[src/rtl/usb2_ep_in_filler_pkg.sv]
// Shared types and helpers for the endpoint IN filler.
// Holds the filler state encoding and the byte-count width used for
// both the write address and the committed packet length.
package usb2_ep_in_filler_pkg;

    // 11 bits so that a full 1024-byte packet length is representable.
    localparam int CNT_W = 11;

    typedef enum logic [2:0] {
        ST_F_IDLE    = 3'd0,
        ST_F_FILL    = 3'd1,
        ST_F_COMMIT  = 3'd2,
        ST_F_RELEASE = 3'd3,
        ST_F_WAIT1   = 3'd4
    } filler_state_t;

    // Byte count after an optional accept in the current cycle.
    function automatic logic [CNT_W-1:0] bump_count(input logic [CNT_W-1:0] cnt,
                                                    input logic inc);
        return cnt + CNT_W'(inc);
    endfunction

endpackage

[src/rtl/usb2_ep_in_filler_idle_timer.sv]
// Idle timer for the IN filler.
// Counts cycles in FILL without an accepted byte and flags when the
// configured idle limit has been reached. A TIMEOUT of 0 disables it.
module usb2_ep_in_filler_idle_timer #(
    parameter int TIMEOUT = 1024
) (
    input  logic clk,
    input  logic rst_n,
    input  logic in_fill,
    input  logic accept,
    output logic expired
);

    localparam int CW = (TIMEOUT > 1) ? $clog2(TIMEOUT) : 1;
    localparam logic [CW-1:0] LIMIT = CW'((TIMEOUT > 0) ? (TIMEOUT - 1) : 0);

    logic [CW-1:0] idle_cnt;

    // Restart on every accepted byte or outside FILL, saturate at the limit.
    always_ff @(posedge clk or negedge rst_n) begin
        if (!rst_n) begin
            idle_cnt <= '0;
        end else if (!in_fill || accept) begin
            idle_cnt <= '0;
        end else if (idle_cnt != LIMIT) begin
            idle_cnt <= idle_cnt + 1'b1;
        end
    end

    assign expired = (TIMEOUT != 0) && (idle_cnt == LIMIT);

endmodule

[src/rtl/usb2_ep_in_filler.sv]
// Endpoint IN filler: packs a byte stream into the endpoint write port
// and commits each packet when it is full, on end-of-transfer, on flush
// or after an idle timeout. Runs entirely on the endpoint write clock.
module usb2_ep_in_filler
    import usb2_ep_in_filler_pkg::*;
#(
    parameter int MAX_PKT = 512,
    parameter int TIMEOUT = 1024,
    parameter int ZLP_EN  = 1
) (
    input  logic             phy_clk,
    input  logic             reset_n,
    input  logic [7:0]       s_data,
    input  logic             s_valid,
    output logic             s_ready,
    input  logic             s_last,
    input  logic             flush,
    output logic [CNT_W-1:0] buf_in_addr,
    output logic [7:0]       buf_in_data,
    output logic             buf_in_wren,
    input  logic             buf_in_ready,
    output logic             buf_in_commit,
    output logic [CNT_W-1:0] buf_in_commit_len,
    input  logic             buf_in_commit_ack,
    output logic             busy,
    output logic [15:0]      pkt_count
);

    localparam logic [CNT_W-1:0] PKT_LEN = CNT_W'(MAX_PKT);
    localparam logic             ZLP     = (ZLP_EN != 0);

    filler_state_t    state;
    logic [CNT_W-1:0] count;
    logic [CNT_W-1:0] count_next;
    logic             accept;
    logic             timeout_hit;
    logic             fill_done;

    // Stream handshake and status are pure decodes of the state register.
    assign s_ready    = (state == ST_F_FILL);
    assign busy       = (state != ST_F_IDLE);
    assign accept     = s_valid && s_ready;
    assign count_next = bump_count(count, accept);

    // A packet closes on the byte that fills it or carries s_last, on flush
    // (a flushed byte is still included), or on timeout with data pending.
    assign fill_done = (accept && ((count_next == PKT_LEN) || s_last))
                     || (flush && ((count_next != '0) || ZLP))
                     || (timeout_hit && (count != '0));

    usb2_ep_in_filler_idle_timer #(
        .TIMEOUT (TIMEOUT)
    ) u_idle_timer (
        .clk     (phy_clk),
        .rst_n   (reset_n),
        .in_fill (s_ready),
        .accept  (accept),
        .expired (timeout_hit)
    );

    // Packet FSM: fill the endpoint half, commit it, then wait out the swap.
    always_ff @(posedge phy_clk or negedge reset_n) begin
        if (!reset_n) begin
            state             <= ST_F_IDLE;
            count             <= '0;
            buf_in_addr       <= '0;
            buf_in_data       <= '0;
            buf_in_wren       <= 1'b0;
            buf_in_commit     <= 1'b0;
            buf_in_commit_len <= '0;
            pkt_count         <= '0;
        end else begin
            buf_in_wren <= 1'b0;
            case (state)
                ST_F_IDLE: begin
                    count <= '0;
                    if (buf_in_ready) begin
                        state <= ST_F_FILL;
                    end
                end
                ST_F_FILL: begin
                    if (accept) begin
                        buf_in_addr <= count;
                        buf_in_data <= s_data;
                        buf_in_wren <= 1'b1;
                        count       <= count_next;
                    end
                    if (fill_done) begin
                        buf_in_commit_len <= count_next;
                        state             <= ST_F_COMMIT;
                    end
                end
                ST_F_COMMIT: begin
                    // Commit is raised the cycle after the final write so the
                    // endpoint always sees the last byte before the request.
                    if (!buf_in_commit) begin
                        buf_in_commit <= 1'b1;
                    end else if (buf_in_commit_ack) begin
                        buf_in_commit <= 1'b0;
                        pkt_count     <= pkt_count + 16'd1;
                        state         <= ST_F_RELEASE;
                    end
                end
                ST_F_RELEASE: begin
                    if (!buf_in_commit_ack) begin
                        state <= ST_F_WAIT1;
                    end
                end
                ST_F_WAIT1: begin
                    state <= ST_F_IDLE;
                end
                default: begin
                    state <= ST_F_IDLE;
                end
            endcase
        end
    end

endmodule

[config.mk]
export PLATFORM = sky130hd
export DESIGN_NAME = usb2_ep_in_filler
export DESIGN_NICKNAME = d
export VERILOG_FILES = /design/src/rtl/usb2_ep_in_filler_pkg.sv /design/src/rtl/usb2_ep_in_filler_idle_timer.sv /design/src/rtl/usb2_ep_in_filler.sv
export SDC_FILE = /design/constraint.sdc
export NUM_CORES = 1
export LEC_CHECK = 0
export CORE_MARGIN = 10
export CORE_UTILIZATION = 47
export DETAILED_ROUTE_END_ITERATION = 10
export HOLD_SLACK_MARGIN = 0.15
export PLACE_DENSITY = 0.85
export SYNTH_ARGS = -nofsm -noshare
export SYNTH_HDL_FRONTEND = slang
export SYNTH_SLANG_ARGS = --single-unit
[constraint.sdc]
create_clock -name phy_clk -period 3.17 [get_ports phy_clk]
set_input_delay 0.951 -clock phy_clk [delete_from_list [all_inputs] [get_ports phy_clk]]
set_output_delay 0.951 -clock phy_clk [all_outputs]
set_load 0.02 [all_outputs]
-- Yosys cells after proc, flatten, opt, wreduce, memory -nomap -nowiden
Cells that the tools add are included.
- bits in registers: 72
- input bits: 15
- output and inout port bits: 50
- $add $sub $neg: 3
- equality and inequality tests: 12
- mux-type cells: 14
- reductions and logical operators: 18
- operator list (operator ; number):
    $pmux W11 S2 ; 1
    $mux W10 ; 2
    $add A16 B1 Y16 const B ; 1
    $mux W3 ; 5
    $pmux W3 S4 ; 1
    $add A11 B1 Y11 ; 1
    $eq A11 B10 Y1 const B ; 1
    $mux W11 ; 1
    $reduce_bool A11 Y1 ; 1
    $add A10 B1 Y10 const B ; 1
    $eq A10 B10 Y1 const B ; 1
    $ne A10 B10 Y1 const B ; 1
    $ne A2 B2 Y1 const B ; 4
    $eq A3 B2 Y1 const B ; 2
    $reduce_and A2 Y1 ; 3
    $reduce_and A5 Y1 ; 1
    $logic_or A1 B1 Y1 ; 4
    $mux W1 ; 4
    $ne A2 B1 Y1 const B ; 2
    $reduce_bool A2 Y1 ; 2
    $eq A3 B1 Y1 const B ; 1
    $logic_and A1 B1 Y1 ; 3
    $logic_not A3 Y1 ; 1
    $reduce_and A3 Y1 ; 1
    2 further kinds ; 2

-- Depth between registers and ports, before layout
- depth after elaboration: 10
- depth in mapped cells: 15

-- Cells and area by module
A second synthesis with hierarchy kept.
- cell total of the unflattened synthesis: 367
- area, all modules: 3575.9 sq um
- by module, submodules not included (module ; instances ; cells each ; area an instance (sq um) ; seq. area each (sq um)):
    usb2_ep_in_filler ; 1 ; 306 ; 2974.1 ; 1551.5
    usb2_ep_in_filler_idle_timer ; 1 ; 61 ; 601.8 ; 250.2

-- Worst setup path before layout
No wires, ideal clock.
- path type: input to register
- from: input s_valid
- to: register buf_in_commit_len[1]
- library setup time: 0.125 ns
- arrival: 3.463 ns
- data required time: 3.045 ns
- path slack: -0.418 ns
- stages on the path: 12
- path buffers: 2
- cells stage by stage: nand2_1 inv_2 buf_1 ha_1 ha_1 inv_2 o311a_2 a31oi_1 a2111oi_4 a21boi_2 buf_6 mux2_4
- longest elaborated chain between the ends: 8
- ends and longest elaborated chain (element ; RTL line ; source):
    from (decl) ; usb2_ep_in_filler.sv:14 ; input logic s_valid,
    $logic_and A1 B1 Y1 * ; usb2_ep_in_filler.sv:42 ; assign accept = s_valid && s_ready;
    $add A11 B1 Y11 ; usb2_ep_in_filler_pkg.sv:20 ; return cnt + CNT_W'(inc);
    $eq A11 B10 Y1 ; usb2_ep_in_filler.sv:47 ; assign fill_done = (accept && ((count_next == PKT_LEN) || s_last))
    $logic_or A1 B1 Y1 ; usb2_ep_in_filler.sv:47 ;
    $logic_and A1 B1 Y1 ; usb2_ep_in_filler.sv:47 ;
    $logic_or A1 B1 Y1 ; usb2_ep_in_filler.sv:48 ; || (flush && ((count_next != '0) || ZLP))
    $logic_or A1 B1 Y1 ; usb2_ep_in_filler.sv:49 ; || (timeout_hit && (count != '0));
    $reduce_and A2 Y1 (no line) ; - ;
    to (signal assigned) ; usb2_ep_in_filler.sv:89 ; buf_in_commit_len <= count_next;
    to (decl) ; usb2_ep_in_filler.sv:23 ; output logic [CNT_W-1:0] buf_in_commit_len,
Mark *: on every way between the ends. The rest lies on a longest branch, timed or not.
A chain may end at the register's enable or synchronous reset.

-- Worst setup path after layout
- from: register state[1]
- to: register buf_in_commit_len[0]
- longest elaborated chain between the ends: 9
- ends and longest elaborated chain (element ; RTL line ; source):
    from (decl) ; usb2_ep_in_filler.sv:32 ; filler_state_t state;
    from (signal assigned) ; usb2_ep_in_filler.sv:64 ; state <= ST_F_IDLE;
    from (signal assigned) ; usb2_ep_in_filler.sv:78 ; state <= ST_F_FILL;
    from (signal assigned) ; usb2_ep_in_filler.sv:90 ; state <= ST_F_COMMIT;
    $eq A3 B1 Y1 * ; usb2_ep_in_filler.sv:40, usb2_ep_in_filler.sv:74 ;
    $logic_and A1 B1 Y1 ; usb2_ep_in_filler.sv:42 ;
    $add A11 B1 Y11 ; usb2_ep_in_filler_pkg.sv:20 ;
    $eq A11 B10 Y1 ; usb2_ep_in_filler.sv:47 ;
    $logic_or A1 B1 Y1 ; usb2_ep_in_filler.sv:47 ;
    $logic_and A1 B1 Y1 ; usb2_ep_in_filler.sv:47 ;
    $logic_or A1 B1 Y1 ; usb2_ep_in_filler.sv:48 ;
    $logic_or A1 B1 Y1 ; usb2_ep_in_filler.sv:49 ;
    $reduce_and A2 Y1 (no line) ; - ;
Marked as above.

==> impl_metrics.toml <==
[grt]
via_count_of_the_first_global_routing_pass = 2789
gr-total-overflow = 0
global_route.usage.total_pct = 15.10
grt_first_pass_wirelength_um = 13640
grt_max_degree = 33
antenna_found_initial = 1

[worst_setup_path]
crit_start = "state[1]"
crit_path_max_fanout = 6
rrSetupSlack_ps = 310
timing.critical_path.from_type = "flip-flop"
endpoint_class_of_the_critical_path = "flip-flop"
arrival_worst_endpoint_ps = 3090
cp_data_required_time_ps = 3410
worstReg2RegEnd = "buf_in_commit_len[0]"
worst_r2r_path_depth = 14
kind_of_critical_path = "reg -> reg"
crit-reg2reg-launch = "state[1]"
worst_setup_path_endpoint = "buf_in_commit_len[0]"

[status]
run_status = "completed"

[cts]
cts_num_sinks = 72
cts_tree = "done"
cts-root-buf = "sky130_fd_sc_hd__clkbuf_8"
cts-htree-levels = 3
tritoncts.num_buffers = 9
postCtsSetupBuffers = 0
cts_hold_buf = 0
clkSlewWorstSetupHoldPaths_ps = 70
clkLatencyLatePin_ps = 350
clock_path_buffers = 2

[drt]
drt.antenna.violating_nets = 0
post-route-drc-count = 0
drt_iter0_drc = 141
firstDrtPassIters = 5
route.detailed.wl_per_inst_um = 15.33
routed-via-count = 2708
postRouteWirelength_um = 8018
via_per_inst = 5.178

[place]
finalWeightedCongestion = 0.8647
dpl.cell_count = 507
port-buffer-count = 64
dp_hpwl_um = 6010

[yosys]
netlist.area_leader.share_pct = 53.31
synth_flop_cell = "sky130_fd_sc_hd__dfrtp_1"
post_synth.cell_area_avg_um2 = 9.853
synthesis.area_um2 = 3379
synth_async_sr_flop_share_pct = 100.0
synth-warning-count = 0
post_synthesis_sequential_element_count = 72
synthCells = 343
synth_edf_count = 0
post-synth-top-area-cell = "sky130_fd_sc_hd__dfrtp_1"
total_nets_after_synthesis = 362
yosysUniqueCellTypes = 48
cell_types_occupying_the_most_area_after_synthesis = "sky130_fd_sc_hd__dfrtp_1, sky130_fd_sc_hd__nand2_1, sky130_fd_sc_hd__xnor2_1, sky130_fd_sc_hd__nand3_1, sky130_fd_sc_hd__xor2_1"
synth_sequential_area_ratio_pct = 53.31

[sta]
timing.final.crit_share_pct = 90.20
setup-tns-final_ps = 0
tightest_slew_ps = 658.8
setup_repair_after_global_routing_missed_its_margin = "no"
final-hold-violation-count = 0
final-setup-viol-count = 0
fmaxAchievable_ghz = 0.3497
fin_worst_hold_slack_ps = 474.8
skew_ps = 6.301
final-max-slew-violation-count = 0
final_period_minus_worst_setup_slack_ps = 2859
timing.slew.headroom_pct = 56.08

[final_layout]
mostFrequentLayoutCells = "sky130_fd_sc_hd__nand2_1, sky130_fd_sc_hd__dfrtp_1, sky130_fd_sc_hd__clkdlybuf4s50_1, sky130_fd_sc_hd__nand3_1, sky130_fd_sc_hd__nor2_1"
most_common_cell_after_layout_fill_and_taps_aside = "sky130_fd_sc_hd__nand2_1"
area_growth_syn_to_layout_pct = 30.84
layout-drive-gt1-share_pct = 13.38
post_layout_nonfiller_instances = 523
nets = 441

[floorplanning]
die-area_um2 = 10980
core_area_um2 = 6907
chipWidth_um = 104.8
ios = 65
die_y_um = 104.8
rows = 30
floorplan.initialDensity_pct = 48.93

[pwr]
pwr_density_cell_nw_per_um2 = 612.9
finalPower_mw = 2.710
ir_worst_vdd_v = 0.0003611
leakagePower_nw = 2.079

[min_path]
worst_hold_path_type = "reg -> reg"

[job]
max_cap_viol_count = 0
==> registers in the layout (all words and copies together) (netlist names) <==
name and flops:
buf_in_addr 11, buf_in_commit 1, buf_in_commit_len 11, buf_in_data 8, buf_in_wren 1, count 11, pkt_count 16, state 3
u_idle_timer.idle_cnt 10
==> layout make-up <==
cell class / count / area (um^2)
clock inverters: 4 / 45.04
repair buffers: 80 / 762.0
diodes: 1 / 2.502
well taps: 96 / 120.1
multi-input cells: 252 / 1523
flip-flops and latches: 72 / 1802
inverters: 7 / 26.28
fillers: 569 / 2485
clock buffers: 11 / 141.4
==> power by group <==
part	internal [mW]	switching [mW]
Combinational	0.379	0.494
Clock	0.376	0.320
Sequential	1.04	0.102
==> what timing repair did <==
action	in CTS	in global routing
pin swaps	0	2
endpoints found under the setup margin	5	12
gates resized for setup	2	2
==> layer usage <==
layer	vias up	share of wire (%)	global-route usage (%)
li1	1318	-	-
met1	1307	42	17.50
met2	65	51	25.09
met3	18	4.8	4.238
met4	0	2.8	7.451
met5	-	0	0
==> cell usage after synthesis, drive strengths merged (3+ instances only) <==
library cell,number
a211oi,3
a21oi,5
and2,6
and3,3
buf,6
clkbuf,6
dfrtp,72
ha,4
inv,7
mux2,9
nand2,89
nand3,23
nand4,7
nor2,22
nor2b,4
nor3,13
o21ai,12
o2bb2ai,4
or3,6
xnor2,15
xor2,11
==> critical path, stage by stage, from the launching register on <==
cell and delay, ps:
sky130_fd_sc_hd__dfrtp_1 420, sky130_fd_sc_hd__nor2_1 110, sky130_fd_sc_hd__nand2_1 120, sky130_fd_sc_hd__inv_1 140, sky130_fd_sc_hd__nand2_1 100, sky130_fd_sc_hd__inv_2 80, sky130_fd_sc_hd__ha_4 150, sky130_fd_sc_hd__ha_4 150
sky130_fd_sc_hd__inv_2 60, sky130_fd_sc_hd__or3_2 460, sky130_fd_sc_hd__nand4_1 170, sky130_fd_sc_hd__a2111oi_4 80, sky130_fd_sc_hd__a21boi_2 210, sky130_fd_sc_hd__buf_4 170, sky130_fd_sc_hd__mux2_2 330
==> metrics by stage <==
stage,setup slack (ps),area (um^2),utilization [%]
after global routing,153.0,4422,64.02
after detailed placement,-351.9,4227,61.20
after floorplan,1.865,3418,-
after global placement,-287.4,4227,61.20
final,310.8,4422,64.02
after CTS,14.83,4413,63.89
==> how the worst min path moves through the flow <==
stage                              from                  endpoint  slack [ps]  depth (start not counted)
2_1_floorplan  u_idle_timer.idle_cnt[1]  u_idle_timer.idle_cnt[1]         520                          2
3_3_place_gp             buf_in_data[0]            buf_in_data[0]         460                          2
3_5_place_dp             buf_in_addr[5]            buf_in_addr[5]         460                          2
4_1_cts                  buf_in_addr[5]            buf_in_addr[5]         480                          2
5_1_grt                  buf_in_addr[7]            buf_in_addr[7]         500                          2
6_report                 buf_in_addr[3]            buf_in_addr[3]         470                          2
==> kinds of logic after synthesis <==
group,after synthesis,synth area share [%]
AOI/OAI and AO/OA,34,7.257
xor gates and xnor gates,26,6.738
adders and majority gates,4,1.481
buffers and inverters,19,2.555
DFF,72,53.31
muxes,10,3.962
and+or+nand+nor,178,24.69
No activity file was read; power rests on OpenSTA's default activity.
